## config.mk

```make
export PLATFORM = sky130hd
export DESIGN_NAME = hilo_md_sequencer
export DESIGN_NICKNAME = d
export VERILOG_FILES = /design/src/rtl/hilo_md_sequencer.sv
export SDC_FILE = /design/constraint.sdc
export NUM_CORES = 1
export LEC_CHECK = 0
export CORE_ASPECT_RATIO = 1.2
export CORE_MARGIN = 1.5
export CORE_UTILIZATION = 47
export DETAILED_ROUTE_END_ITERATION = 12
export PLACE_DENSITY_LB_ADDON = 0.08
export SLEW_MARGIN = 20
export SYNTH_ARGS = -nofsm -noshare
export SYNTH_HDL_FRONTEND = slang
export SYNTH_SLANG_ARGS = --single-unit
export TNS_END_PERCENT = 10
```

## constraint.sdc

```tcl
create_clock -name clk -period 8.4 [get_ports clk]
set_input_delay 1.26 -clock clk [delete_from_list [all_inputs] [get_ports clk]]
set_output_delay 1.26 -clock clk [all_outputs]
set_load 0.1 [all_outputs]
```

## src/rtl/hilo_md_sequencer.sv

```systemverilog
// hilo_md_sequencer
// Holds the architectural HI/LO registers and drives the external
// multi-cycle multiply/divide unit. Decode hands over one command at a
// time through a valid/ready handshake; MFHI/MFLO results go to the
// register-file write port. MFHI/MFLO wait behind an in-flight
// multiply/divide simply because the sequencer is not ready until the
// result has landed in HI/LO.

module hilo_md_sequencer #(
  parameter int DATA_W  = 32,
  parameter int TIMEOUT = 64
) (
  input  logic              clk,
  input  logic              reset,
  // command side
  input  logic              cmd_valid,
  output logic              cmd_ready,
  input  logic [2:0]        cmd_op,
  input  logic [DATA_W-1:0] cmd_rs,
  input  logic [DATA_W-1:0] cmd_rt,
  input  logic [4:0]        cmd_rd,
  // multiply/divide unit
  output logic              md_start,
  output logic [1:0]        md_op,
  output logic [DATA_W-1:0] md_a,
  output logic [DATA_W-1:0] md_b,
  input  logic              md_done,
  input  logic [DATA_W-1:0] md_hi,
  input  logic [DATA_W-1:0] md_lo,
  // writeback side
  output logic              wb_valid,
  output logic [4:0]        wb_rd,
  output logic [DATA_W-1:0] wb_data,
  // status
  output logic [DATA_W-1:0] hi_q,
  output logic [DATA_W-1:0] lo_q,
  output logic              busy,
  output logic              div_by_zero,
  output logic              md_timeout
);

  localparam logic [2:0] OP_MULT  = 3'd0;
  localparam logic [2:0] OP_MULTU = 3'd1;
  localparam logic [2:0] OP_DIV   = 3'd2;
  localparam logic [2:0] OP_DIVU  = 3'd3;
  localparam logic [2:0] OP_MFHI  = 3'd4;
  localparam logic [2:0] OP_MFLO  = 3'd5;
  localparam logic [2:0] OP_MTHI  = 3'd6;
  localparam logic [2:0] OP_MTLO  = 3'd7;

  // The watchdog only needs to reach TIMEOUT-1.
  localparam int CNT_W = $clog2(TIMEOUT);
  localparam logic [CNT_W-1:0] CNT_LAST = CNT_W'(TIMEOUT - 1);

  typedef enum logic [1:0] {
    IDLE     = 2'd0,
    MD_START = 2'd1,
    MD_WAIT  = 2'd2
  } state_t;

  state_t           state;
  state_t           next_state;
  logic [CNT_W-1:0] wd_cnt;

  logic accept;
  logic op_is_md;
  logic op_is_div;
  logic rt_zero;
  logic start_md;
  logic dbz_hit;
  logic mf_hit;
  logic wd_expire;
  logic md_finish;

  // Command decode. Acceptance is derived from the state directly rather
  // than from cmd_ready so the FSM block has no feedback through it.
  always_comb begin
    accept    = cmd_valid && (state == IDLE);
    op_is_md  = (cmd_op == OP_MULT) || (cmd_op == OP_MULTU) ||
                (cmd_op == OP_DIV)  || (cmd_op == OP_DIVU);
    op_is_div = (cmd_op == OP_DIV) || (cmd_op == OP_DIVU);
    rt_zero   = (cmd_rt == '0);
    start_md  = accept && op_is_md && !(op_is_div && rt_zero);
    dbz_hit   = accept && op_is_div && rt_zero;
    mf_hit    = accept && ((cmd_op == OP_MFHI) || (cmd_op == OP_MFLO));
    md_finish = (state == MD_WAIT) && md_done;
    // A done on the final watchdog cycle wins over the abort.
    wd_expire = (state == MD_WAIT) && !md_done && (wd_cnt == CNT_LAST);
  end

  // State register; reset aborts any operation in flight.
  always_ff @(posedge clk or posedge reset) begin
    if (reset) state <= IDLE;
    else       state <= next_state;
  end

  // Next-state logic and the state-decoded handshake/strobe outputs.
  always_comb begin
    next_state = state;
    cmd_ready  = 1'b0;
    md_start   = 1'b0;
    busy       = 1'b1;
    case (state)
      IDLE: begin
        cmd_ready = 1'b1;
        busy      = 1'b0;
        if (start_md) next_state = MD_START;
      end
      MD_START: begin
        md_start   = 1'b1;
        next_state = MD_WAIT;
      end
      MD_WAIT: begin
        if (md_finish || wd_expire) next_state = IDLE;
      end
      default: begin
        next_state = IDLE;
      end
    endcase
  end

  // Watchdog: cleared while launching, counts every cycle spent waiting.
  always_ff @(posedge clk or posedge reset) begin
    if (reset) begin
      wd_cnt <= '0;
    end else if (state == MD_START) begin
      wd_cnt <= '0;
    end else if (state == MD_WAIT) begin
      wd_cnt <= wd_cnt + CNT_W'(1);
    end
  end

  // Operand/opcode capture for the multiply/divide unit on launch.
  always_ff @(posedge clk or posedge reset) begin
    if (reset) begin
      md_a  <= '0;
      md_b  <= '0;
      md_op <= 2'b00;
    end else if (start_md) begin
      md_a  <= cmd_rs;
      md_b  <= cmd_rt;
      md_op <= cmd_op[1:0];
    end
  end

  // HI/LO update from a completed multiply/divide or from MTHI/MTLO.
  always_ff @(posedge clk or posedge reset) begin
    if (reset) begin
      hi_q <= '0;
      lo_q <= '0;
    end else if (md_finish) begin
      hi_q <= md_hi;
      lo_q <= md_lo;
    end else if (accept && (cmd_op == OP_MTHI)) begin
      hi_q <= cmd_rs;
    end else if (accept && (cmd_op == OP_MTLO)) begin
      lo_q <= cmd_rs;
    end
  end

  // MFHI/MFLO writeback; address/data hold when nothing is written and
  // a move to $zero is dropped entirely.
  always_ff @(posedge clk or posedge reset) begin
    if (reset) begin
      wb_valid <= 1'b0;
      wb_rd    <= 5'd0;
      wb_data  <= '0;
    end else begin
      wb_valid <= 1'b0;
      if (mf_hit && (cmd_rd != 5'd0)) begin
        wb_valid <= 1'b1;
        wb_rd    <= cmd_rd;
        wb_data  <= (cmd_op == OP_MFHI) ? hi_q : lo_q;
      end
    end
  end

  // Single-cycle error pulses, reported the cycle after the event.
  always_ff @(posedge clk or posedge reset) begin
    if (reset) begin
      div_by_zero <= 1'b0;
      md_timeout  <= 1'b0;
    end else begin
      div_by_zero <= dbz_hit;
      md_timeout  <= wd_expire;
    end
  end

endmodule
```

# Yosys cells after proc, flatten, opt, wreduce, memory -nomap -nowiden
# Index checks and enable logic that the tools add are counted.
# totals
rom_bits	0
memories	0
word_cells	71
latch_bits	0
input_bits	140
mem_bits_rw	0
reg_bits	178
# classes
n_lt_le_gt_ge	0
add_sub_neg	1
reduce_logical	30
n_mux	15
n_bitwise	0
shift	0
multipliers	0
n_div	0
n_eq_ne	13
# ops
operator	n
2-to-1 mux 32 bit	6
logical NOT 32 bit	1
logical AND 1 bit	13
equality test 3 bit (second input constant)	4
2-to-1 mux 6 bit	2
adder 6 x 1 -> 6 bit (second input constant)	1
equality test 3 x 2 -> 1 bit (second input constant)	2
equality test 6 bit (second input constant)	1
logical OR 1 bit	6
one-hot mux 2 bit (3 select lines)	1
nonzero test 2 bit	3
nonzero test 5 bit	1
2-to-1 mux 1 bit	4
2-to-1 mux 2 bit	2
!= test 2 bit (second input constant)	2
AND reduction 2 bit	2
equality test 3 x 1 -> 1 bit (second input constant)	1
logical NOT 3 bit	1
equality test 2 x 1 -> 1 bit (second input constant)	1
equality test 2 bit (second input constant)	1
logical NOT 1 bit	2
logical NOT 2 bit	1
!= test 2 x 1 -> 1 bit (second input constant)	1

# Longest topological paths before layout
# depth
depth_word	8
depth_mapped	8

# Worst setup path after synthesis
# Ideal clock, no wire load.
# synth_timing
kind	register to output
start	register state[0]
end	output port busy
slack_ps	5103
t_arrival_ps	2037
stages_incl_launch_ff	4
path_buffers	0
required_ps	7140
cell_sequence	dfrtp_1 -> inv_1 -> ha_1 -> inv_1
# synth_between
elab_chain_cells	2
# synth_lines
item	line	rtl
from (decl)	61	state_t state;
from (signal assigned)	94	else state <= next_state;
logical NOT 2 bit	103	case (state)
2-to-1 mux 1 bit	103	
to (decl)	37	output logic busy,
# No other way between the ends.

# Worst setup path in the final report
# layout_timing
start	register state[1]
end	output port md_start
# layout_between
elab_chain_cells	2
# layout_lines
item	line	rtl
equality test 2 x 1 -> 1 bit	103	
2-to-1 mux 1 bit	103	
to (decl)	23	output logic md_start,
# No other way between the ends.

==> results.yml <==
setup_path:
  crit_buf_inv: 2
  cp-end-kind: "output pin"
  crit_chain: "inv_1, ha_1, clkdlybuf4s50_1"
  required_ps: 7140
  cp_top_family: "buffers and inverters"
  cp_max_fo: 9
  path_class: "flop to output pin"
  max_stage_delay_ps: 1240
  cp.arrival_ps: 2550
  cp-start-kind: "flop"
  crit_slowest_cell: "clkdlybuf4s50_1"
die:
  dieArea_sq_mm: 0.0172
  rows: 51
  die_w_um: 120
  die_h_um: 143
  num_io_pins: 313
  core_sq_mm: 0.0161
  start_util_pct: 47.8
route:
  drc: 0
  drt_wl_total_um: 21600
  top_layer_used: "met5"
  antenna_left: 0
  wire_per_inst_um: 17.8
  first_pass_iters: 4
  wl_met1_um: 8680
  drtIter0Drc: 286
  vias: 6189
  vias_per_cell: 5.10
  route.met2.wl_um: 10600
  route.met3.wl_um: 1770
clocking:
  clock_latency_ps: 430
  cts-root-buf: "clkbuf_16"
  cts_tree: "built"
  cts_hold_buffers: 0
  cts_buffers: 17
  postCtsSetupRepairBufs: 0
  cts_max_level: 4
  cts_buffer_depth: 2
  cts.sinks: 178
  path_clk_slew_ps: 70
  post_cts_resized: 0
yosys:
  yosys.cell_count.top_type: "dfrtp_1"
  synth.top_cell.area_share_pct: 57.8
  synth_area_leaders: "dfrtp_1 58%, mux2_4 7.4%, a21oi_1 6.3%"
  synth_fp_nets: 834
  synthArstFlopShare_pct: 100
  ys_seq_area_share_pct: 57.8
  netlist_area_sq_mm: 0.00771
  netlist_top_cells_count: "178 x dfrtp_1, 97 x a21oi_1, 77 x nand2_1"
  yosysTopAreaCell: "dfrtp_1"
  synth.avg_cell_area_sq_um: 11.2
  synth-edff-count: 0
  synth_cell_types: 32
  postSynthCellCount: 689
  synth-main-ff-cell: "dfrtp_1"
  ys_warn_count: 0
  ys_ff_latch: 178
place:
  dp_slack_ps: 4330
  hpwl_um: 15300
  portBuffers: 312
  gp_congestion: 0.819
timing:
  tns_ps: 0
  slew_headroom_pct: 28.0
  layout_setup_ws_ps: 4590
  finalClockSkew_ps: 9.56
  hold_viol: 0
  finalCriticalPeriod_ps: 3810
  timing.fmax_mhz: 262
  tightestPinTransition_ps: 1080
  fin_crit_sh_pct: 45.4
  slew_violations: 0
  rsz0062_at_grt: "no"
  setup_viol: 0
grt:
  grt_max_degree: 99
  track_usage_pct: 25.2
  grt_pass1_wl_um: 33000
  overflow: 0
  grt_pass1_vias: 6220
  antenna_found_initial: 2
cells_and_area:
  synthToLayoutAreaGrowth_pct: 51.1
  fin_nets: 1133
  drive_above_1_share_pct: 11.6
run:
  maxCapViolations: 0
hold_path:
  hold_path_class: "flop to flop"
status:
  status: "finished, final reports clean"
-- final cells by class --
cell class,count,area [sq um]
Multi-Input combinational cell,459,3070
Sequential cell,178,4450
Clock inverter,12,155
Timing Repair Buffer,320,3190
Clock buffer,20,467
Fill cell,1220,4490
Antenna cell,1,2.50
Inverter,12,50.0
Tap cell,212,265
-- layer usage --
layer,vias up,GRT usage (%)
met1,2939,30.3
met2,227,42.0
met4,2,9.21
met5,-,0
li1,2984,-
met3,37,8.93
-- flip-flops by register name (all words and copies together), names as in the netlist, 2 cells and up --
| register | count |
|---|---|
| wb_rd | 5 |
| state | 2 |
| wb_data | 32 |
| lo_q | 32 |
| md_b | 32 |
| hi_q | 32 |
| md_op | 2 |
| wd_cnt | 6 |
| md_a | 32 |
-- final timing paths --
| kind | from | endpoint | slack [ps] | cells past startpoint |
|---|---|---|---|---|
| setup / recovery | state[1] | md_start | 4590 | 3 |
| hold / removal | wb_data[5] | wb_data[5] | 480 | 2 |
| setup reg to reg | state[1] | md_a[6] | 5330 | 7 |
| hold reg to reg | wb_data[5] | wb_data[5] | 480 | 2 |
| max in group asynchronous | reset | md_b[5] | 5700 | 3 |
| min in group asynchronous | reset | md_b[3] | 1410 | 2 |
-- logic make-up (layout without fill, tap and decap cells) --
| logic type | count (synthesis) | count (layout) | synth area share [%] |
|---|---|---|---|
| flops | 178 | 178 | 57.8 |
| compound gates | 177 | 177 | 11.8 |
| simple gates | 176 | 176 | 10.5 |
| mux | 101 | 101 | 16.1 |
| buf+inv | 52 | 364 | 3.08 |
| fa+ha+maj | 5 | 5 | 0.811 |
| other cells | 0 | 1 | 0 |
-- metrics by stage --
stage / instances / cell area, sq um / hold WS (ps) / util [%]
5_1_grt: 1214 / 11700 / 510 / 72.2
2_1_floorplan: 689 / 7710 / 508 / -
6_report: 1214 / 11700 / 478 / 72.2
4_1_cts: 1213 / 11600 / 485 / 72.1
3_3_place_gp: 1181 / 11000 / 458 / 68.3
3_5_place_dp: 1181 / 11000 / 469 / 68.3
-- placed cells by master, fill, tap and decap left out, types with 2 or more instances in the layout --
cell and instances:
clkinvlp_4 2, nand2b_1 2, nand4_1 2, clkdlybuf4s50_1 312, nand3_1 3, and3_1 2
nor2_4 2, clkbuf_8 3, nor4_1 7, mux2_4 38, inv_1 11, a22o_1 3
clkinv_2 3, nor2_1 41, dfrtp_1 178, a21oi_1 97, clkbuf_16 17, buf_4 7
inv_6 2, o21ai_0 68, nor2b_1 2, clkinv_4 3, mux2_2 30, o22ai_1 4
o21ai_4 2, ha_1 5, nand2_1 77, mux2i_1 33, bufinv_16 3, and2_1 32
-- worst reg2reg max path, stage by stage (launching register included) --
cell      delay, ps
dfrtp_1         420
inv_1           110
ha_1            260
nand2_1         120
nor2_1          180
a21boi_4        680
buf_4           740
mux2_2          450
Power is not shown: default switching activity piles up to over one toggle a cycle in this logic, so the estimate is an artifact.
